## src/rtl/bram_stream_reader.sv

```systemverilog
// bram_stream_reader: streams a burst of consecutive BRAM words
// out through a valid/ready port, with a 2-entry skid buffer.
module bram_stream_reader #(
  parameter int ADDR_W = 12,
  parameter int DATA_W = 16
) (
  input  logic              clk,
  input  logic              reset,
  input  logic              start,
  input  logic [ADDR_W-1:0] base_addr,
  input  logic [ADDR_W:0]   length,
  output logic [ADDR_W-1:0] read_addr,
  input  logic [DATA_W-1:0] read_data,
  output logic [DATA_W-1:0] out_data,
  output logic              out_valid,
  input  logic              out_ready,
  output logic              out_last,
  output logic              busy,
  output logic              done
);

  typedef enum logic [1:0] {
    IDLE,
    STREAM,
    DRAIN
  } state_t;

  localparam logic [ADDR_W:0] MAX_LEN = {1'b1, {ADDR_W{1'b0}}};
  localparam logic [ADDR_W:0] ONE = {{ADDR_W{1'b0}}, 1'b1};

  state_t state;
  state_t state_nx;
  logic done_nx;

  logic [ADDR_W:0] len_sat;
  logic [ADDR_W:0] rd_left;
  logic [ADDR_W:0] out_left;
  logic rd_vld;
  logic [1:0] cnt;
  logic [DATA_W-1:0] buf0;
  logic [DATA_W-1:0] buf1;
  logic [2:0] credit;
  logic pop;
  logic push;
  logic issue;
  logic accept;

  assign len_sat = (length > MAX_LEN) ? MAX_LEN : length;
  assign accept = (state == IDLE) && start;

  assign out_valid = (cnt != 2'd0);
  assign out_data = buf0;
  assign out_last = out_valid && (out_left == ONE);
  assign busy = (state != IDLE);

  assign pop = out_valid && out_ready;
  assign push = rd_vld;

  // Occupancy after this edge's pop, plus the word returning now;
  // a new read may only be launched if room for it is guaranteed.
  assign credit = {1'b0, cnt} + {2'b00, rd_vld} - {2'b00, pop};
  assign issue = (state == STREAM) && (rd_left != '0) &&
                 (credit < 3'd2);

  // Burst sequencing: next state and completion pulse.
  always_comb begin
    state_nx = state;
    done_nx = 1'b0;
    unique case (state)
      IDLE: begin
        if (start) begin
          if (len_sat == '0) begin
            done_nx = 1'b1;
          end else begin
            state_nx = STREAM;
          end
        end
      end
      STREAM: begin
        if (issue && (rd_left == ONE)) begin
          state_nx = DRAIN;
        end
      end
      DRAIN: begin
        if (pop && out_last) begin
          state_nx = IDLE;
          done_nx = 1'b1;
        end
      end
      default: begin
        state_nx = IDLE;
      end
    endcase
  end

  // State register and registered done pulse.
  always_ff @(posedge clk or posedge reset) begin
    if (reset) begin
      state <= IDLE;
      done <= 1'b0;
    end else begin
      state <= state_nx;
      done <= done_nx;
    end
  end

  // Read side: address generation and read-return tracking.
  always_ff @(posedge clk or posedge reset) begin
    if (reset) begin
      read_addr <= '0;
      rd_left <= '0;
      rd_vld <= 1'b0;
    end else if (accept) begin
      read_addr <= base_addr;
      rd_left <= len_sat;
      rd_vld <= 1'b0;
    end else begin
      rd_vld <= issue;
      if (issue) begin
        rd_left <= rd_left - ONE;
        if (rd_left != ONE) begin
          read_addr <= read_addr + 1'b1;
        end
      end
    end
  end

  // Output side: 2-entry FIFO with head in buf0, and word countdown.
  always_ff @(posedge clk or posedge reset) begin
    if (reset) begin
      cnt <= 2'd0;
      buf0 <= '0;
      buf1 <= '0;
      out_left <= '0;
    end else begin
      if (accept) begin
        out_left <= len_sat;
      end else if (pop) begin
        out_left <= out_left - ONE;
      end
      unique case ({push, pop})
        2'b11: begin
          if (cnt == 2'd2) begin
            buf0 <= buf1;
            buf1 <= read_data;
          end else begin
            buf0 <= read_data;
          end
        end
        2'b10: begin
          if (cnt == 2'd0) begin
            buf0 <= read_data;
          end else begin
            buf1 <= read_data;
          end
          cnt <= cnt + 2'd1;
        end
        2'b01: begin
          buf0 <= buf1;
          cnt <= cnt - 2'd1;
        end
        default: begin
        end
      endcase
    end
  end

endmodule

```

## config.mk

```make
export PLATFORM = sky130hd
export DESIGN_NAME = bram_stream_reader
export DESIGN_NICKNAME = d
export VERILOG_FILES = /design/src/rtl/bram_stream_reader.sv
export SDC_FILE = /design/constraint.sdc
export NUM_CORES = 1
export LEC_CHECK = 0
export CORE_MARGIN = 1.5
export CORE_UTILIZATION = 45
export DETAILED_ROUTE_END_ITERATION = 12
export HOLD_SLACK_MARGIN = 0.15
export PLACE_DENSITY = 0.8
export SYNTH_ARGS = -nofsm -noshare
export SYNTH_HDL_FRONTEND = slang
export SYNTH_SLANG_ARGS = --single-unit
```

## constraint.sdc

```tcl
create_clock -name clk -period 2.8 [get_ports clk]
set_input_delay 0.28 -clock clk [delete_from_list [all_inputs] [get_ports clk]]
set_output_delay 0.28 -clock clk [all_outputs]
set_load 0.01 [all_outputs]
```

==> flow_summary.toml <==
[worst_setup_path]
crit_type = "register to register"
arrival_ns = 2.87
start_kind = "register"
critPathMaxFanout = 5
required_ns = 3.06
endpoint_kind = "register"

[cts]
cts_buffers = 9
clock_path_buffers = 2
path_clk_slew_ns = 0.10
clk_latency_ns = 0.36
clockRootBuffer = "clkbuf_8"
post_cts_buffers = 0
cts_tree = "done"
clkSinkCount = 76
cts-htree-levels = 3

[pwr]
ir_drop_mv = 0.525
clkPwrFrac_pct = 13.3
p_leak_nw = 2.15
p_int_mw = 3.49
p_seq_share_pct = 35.0
sw_frac_of_total_pct = 41.6
combPwrFrac_pct = 51.7
p_sw_mw = 2.48
finalPower_mw = 5.97
powerDensity_nw_per_um2 = 1130

[yosys]
yosys-mux-area-fraction_pct = 8.43
ys_seq_elements = 76
synthXorXnorAreaFrac_pct = 4.12
syn-num-nets = 464
synth_area_um2 = 4040
ys.flop_type = "dfrtp_1"
synth-compound-area-share_pct = 15.9
async_flop_share_pct = 100
yosys.area_share.simple_pct = 18.8
synth.distinct_cells = 62
avgSynthCellArea_um2 = 9.80
synth_top_family_by_area = "simple AND/OR/NAND/NOR gates"
syn_inst = 412
synth_edf_count = 0
synthAdderAreaFrac_pct = 2.36
ys_seq_area_share_pct = 47.1
ys_warn_count = 0

[global_routing]
grt_max_degree = 33
grt-ovfl-total = 0
grt.total_usage_pct = 22.0
antenna_found_initial = 0
grt_pass1_wl_mm = 17.0
grt_pass1_vias = 3623

[detailed_routing]
drc = 0
vias = 3541
firstDrtPassIters = 5
wirelength_mm = 10.3
drt-initial-drc-count = 164
ant_nets = 0
via_per_inst = 5.66
routedWlPerCell_um = 16.4

[timing]
setup_violations = 0
fin_skew_ns = 0.0165
min_period_ns = 2.61
slew_headroom_pct = 62.0
max_freq_mhz = 384
rsz0062_at_grt = "false"
final_max_slew_viol_count = 0
post-route-period-util_pct = 93.1
worst_pin_slew_ns = 0.565
hold_viol_final = 0
finalSetupTns_ns = 0

[die]
die_h_um = 97.7
die_w_um = 97.7
core_area_um2 = 8720
dieArea_um2 = 9550
rows = 34
start_util_pct = 46.3
top_level_ports = 77

[final_layout]
area_growth_pct = 31.2
drive_gt1_share_pct = 15.6
fin_nets = 565
fin_area_um2 = 5300
diodes = 0

[placed_design]
globalplace.congestion = 0.891
dpl_cell_area_um2 = 5090
port_buffers = 76
dp_hpwl_mm = 7.51

[hold_path]
hold_path_class = "primary input to async pin"

[status]
outcome = "complete, no violations"

[flow_run]
cap_violations = 0
==> worst max-delay path, cell delays in order (launching register included) <==
cell	delay, ns
dfrtp_1	0.40
nor2_2	0.18
inv_1	0.10
nand2_1	0.09
nor2_1	0.06
fa_1	0.50
nand3b_1	0.17
or2_1	0.34
o311ai_0	0.36
o31ai_1	0.14
a21o_1	0.17
==> cell usage in the layout, fill, tap and decap left out, drive strengths merged, types with 3 or more instances in the layout <==
| master | count |
|---|---|
| nor4 | 14 |
| clkbuf | 9 |
| a21oi | 34 |
| clkinvlp | 3 |
| mux2i | 16 |
| dfrtp | 76 |
| o21ai | 33 |
| mux2 | 16 |
| nand4 | 4 |
| clkdlybuf4s50 | 75 |
| inv | 19 |
| buf | 28 |
| nor3 | 10 |
| xor2 | 9 |
| or3 | 4 |
| or4 | 5 |
| nand2 | 47 |
| nor2 | 26 |
| a31oi | 3 |
| ha | 6 |
| nand3 | 22 |
| o21bai | 3 |
| xnor2 | 10 |
| o31ai | 3 |
==> what timing repair did <==
| item | CTS | global route |
|---|---|---|
| pin swaps | 2 | 1 |
| cloned | 0 | 0 |
| setup endpoints to repair | 1 | 7 |
| resized for setup | 1 | 7 |
| hold buffers | 0 | 0 |
==> worst paths after layout <==
check,start,to,slack [ns],cells after the start
worst min register to register,out_data[0],out_data[0],0.49,2
min in group clk,out_data[0],out_data[0],0.49,2
worst max-delay path,cnt[1],read_addr[4],0.19,10
worst min-delay path,reset,buf1[11],0.29,2
max in group asynchronous,reset,rd_left[11],1.73,3
worst max register to register,cnt[1],read_addr[4],0.19,10
==> kinds of logic (layout without fill, tap and decap cells) <==
logic type,after synthesis,in the layout
AOI/OAI and AO/OA,101,101
xor gates and xnor gates,19,19
adders and majority gates,7,7
buffers and inverters,31,137
DFF,76,76
muxes,32,32
and+or+nand+nor,146,146
==> per-layer routing <==
layer  vias up  wire [um]  global-route usage (%)  part of all wire (%)
met5         -          0                       0                     0
met4         0        108                    6.92                   1.0
met3        12        744                    6.76                   7.2
met2       113       5020                    36.7                    49
met1      1718       4410                    27.6                    43
li1       1698          -                       -                     -
==> per-stage QoR <==
| step | hold WS, ns | cells | utilization (%) | worst slack [ns] |
|---|---|---|---|---|
| global route | 0.347 | 626 | 60.7 | 0.00872 |
| floorplan | 0.396 | 412 | - | 0.0313 |
| finish | 0.288 | 626 | 60.7 | 0.194 |
| global placement | 0.463 | 610 | 58.4 | -0.00706 |
| detailed placement | 0.470 | 610 | 58.4 | -0.0971 |
| CTS | 0.300 | 626 | 60.5 | 0.0179 |
==> cells in the mapped netlist (all sizes together), types with 4 or more instances <==
library cell   n  area (um2)
xor2           9        78.8
nor2          26         100
nand2         47         184
o21ai         33         165
or3            4        25.0
inv           17        63.8
or4            5        45.0
nand4          4        25.0
a21oi         34         181
mux2i         16         160
nor3          10        50.1
mux2          16         180
dfrtp         76        1900
ha             6        75.1
nand3         22         110
nor4          14         109
clkbuf        11        41.3
xnor2         10        87.6
==> area by class of cell <==
cell class | instances | area, um2
clock buffer | 9 | 124
clock inverter | 7 | 60.1
fill | 708 | 3420
inverter | 17 | 63.8
multi-input combinational | 305 | 2040
sequential | 76 | 1900
tap | 108 | 135
timing repair buffer | 104 | 973
==> power groups by stage <==
stage	Combinational (mW)	Clock (mW)	Sequential (mW)
2_1_floorplan	1.81	0	2.05
3_3_place_gp	2.96	0	2.06
3_5_place_dp	3.06	0	2.08
4_1_cts	3.08	0.810	2.08
5_1_grt	3.40	0.860	2.16
6_report	3.09	0.792	2.09
==> registers in the layout, indices dropped and copies added (netlist names) <==
| name | flops |
|---|---|
| out_data | 16 |
| done | 1 |
| read_addr | 12 |
| state | 2 |
| buf1 | 16 |
| cnt | 2 |
| push | 1 |
| rd_left | 13 |
| out_left | 13 |
(Power assumes the default switching activity.)
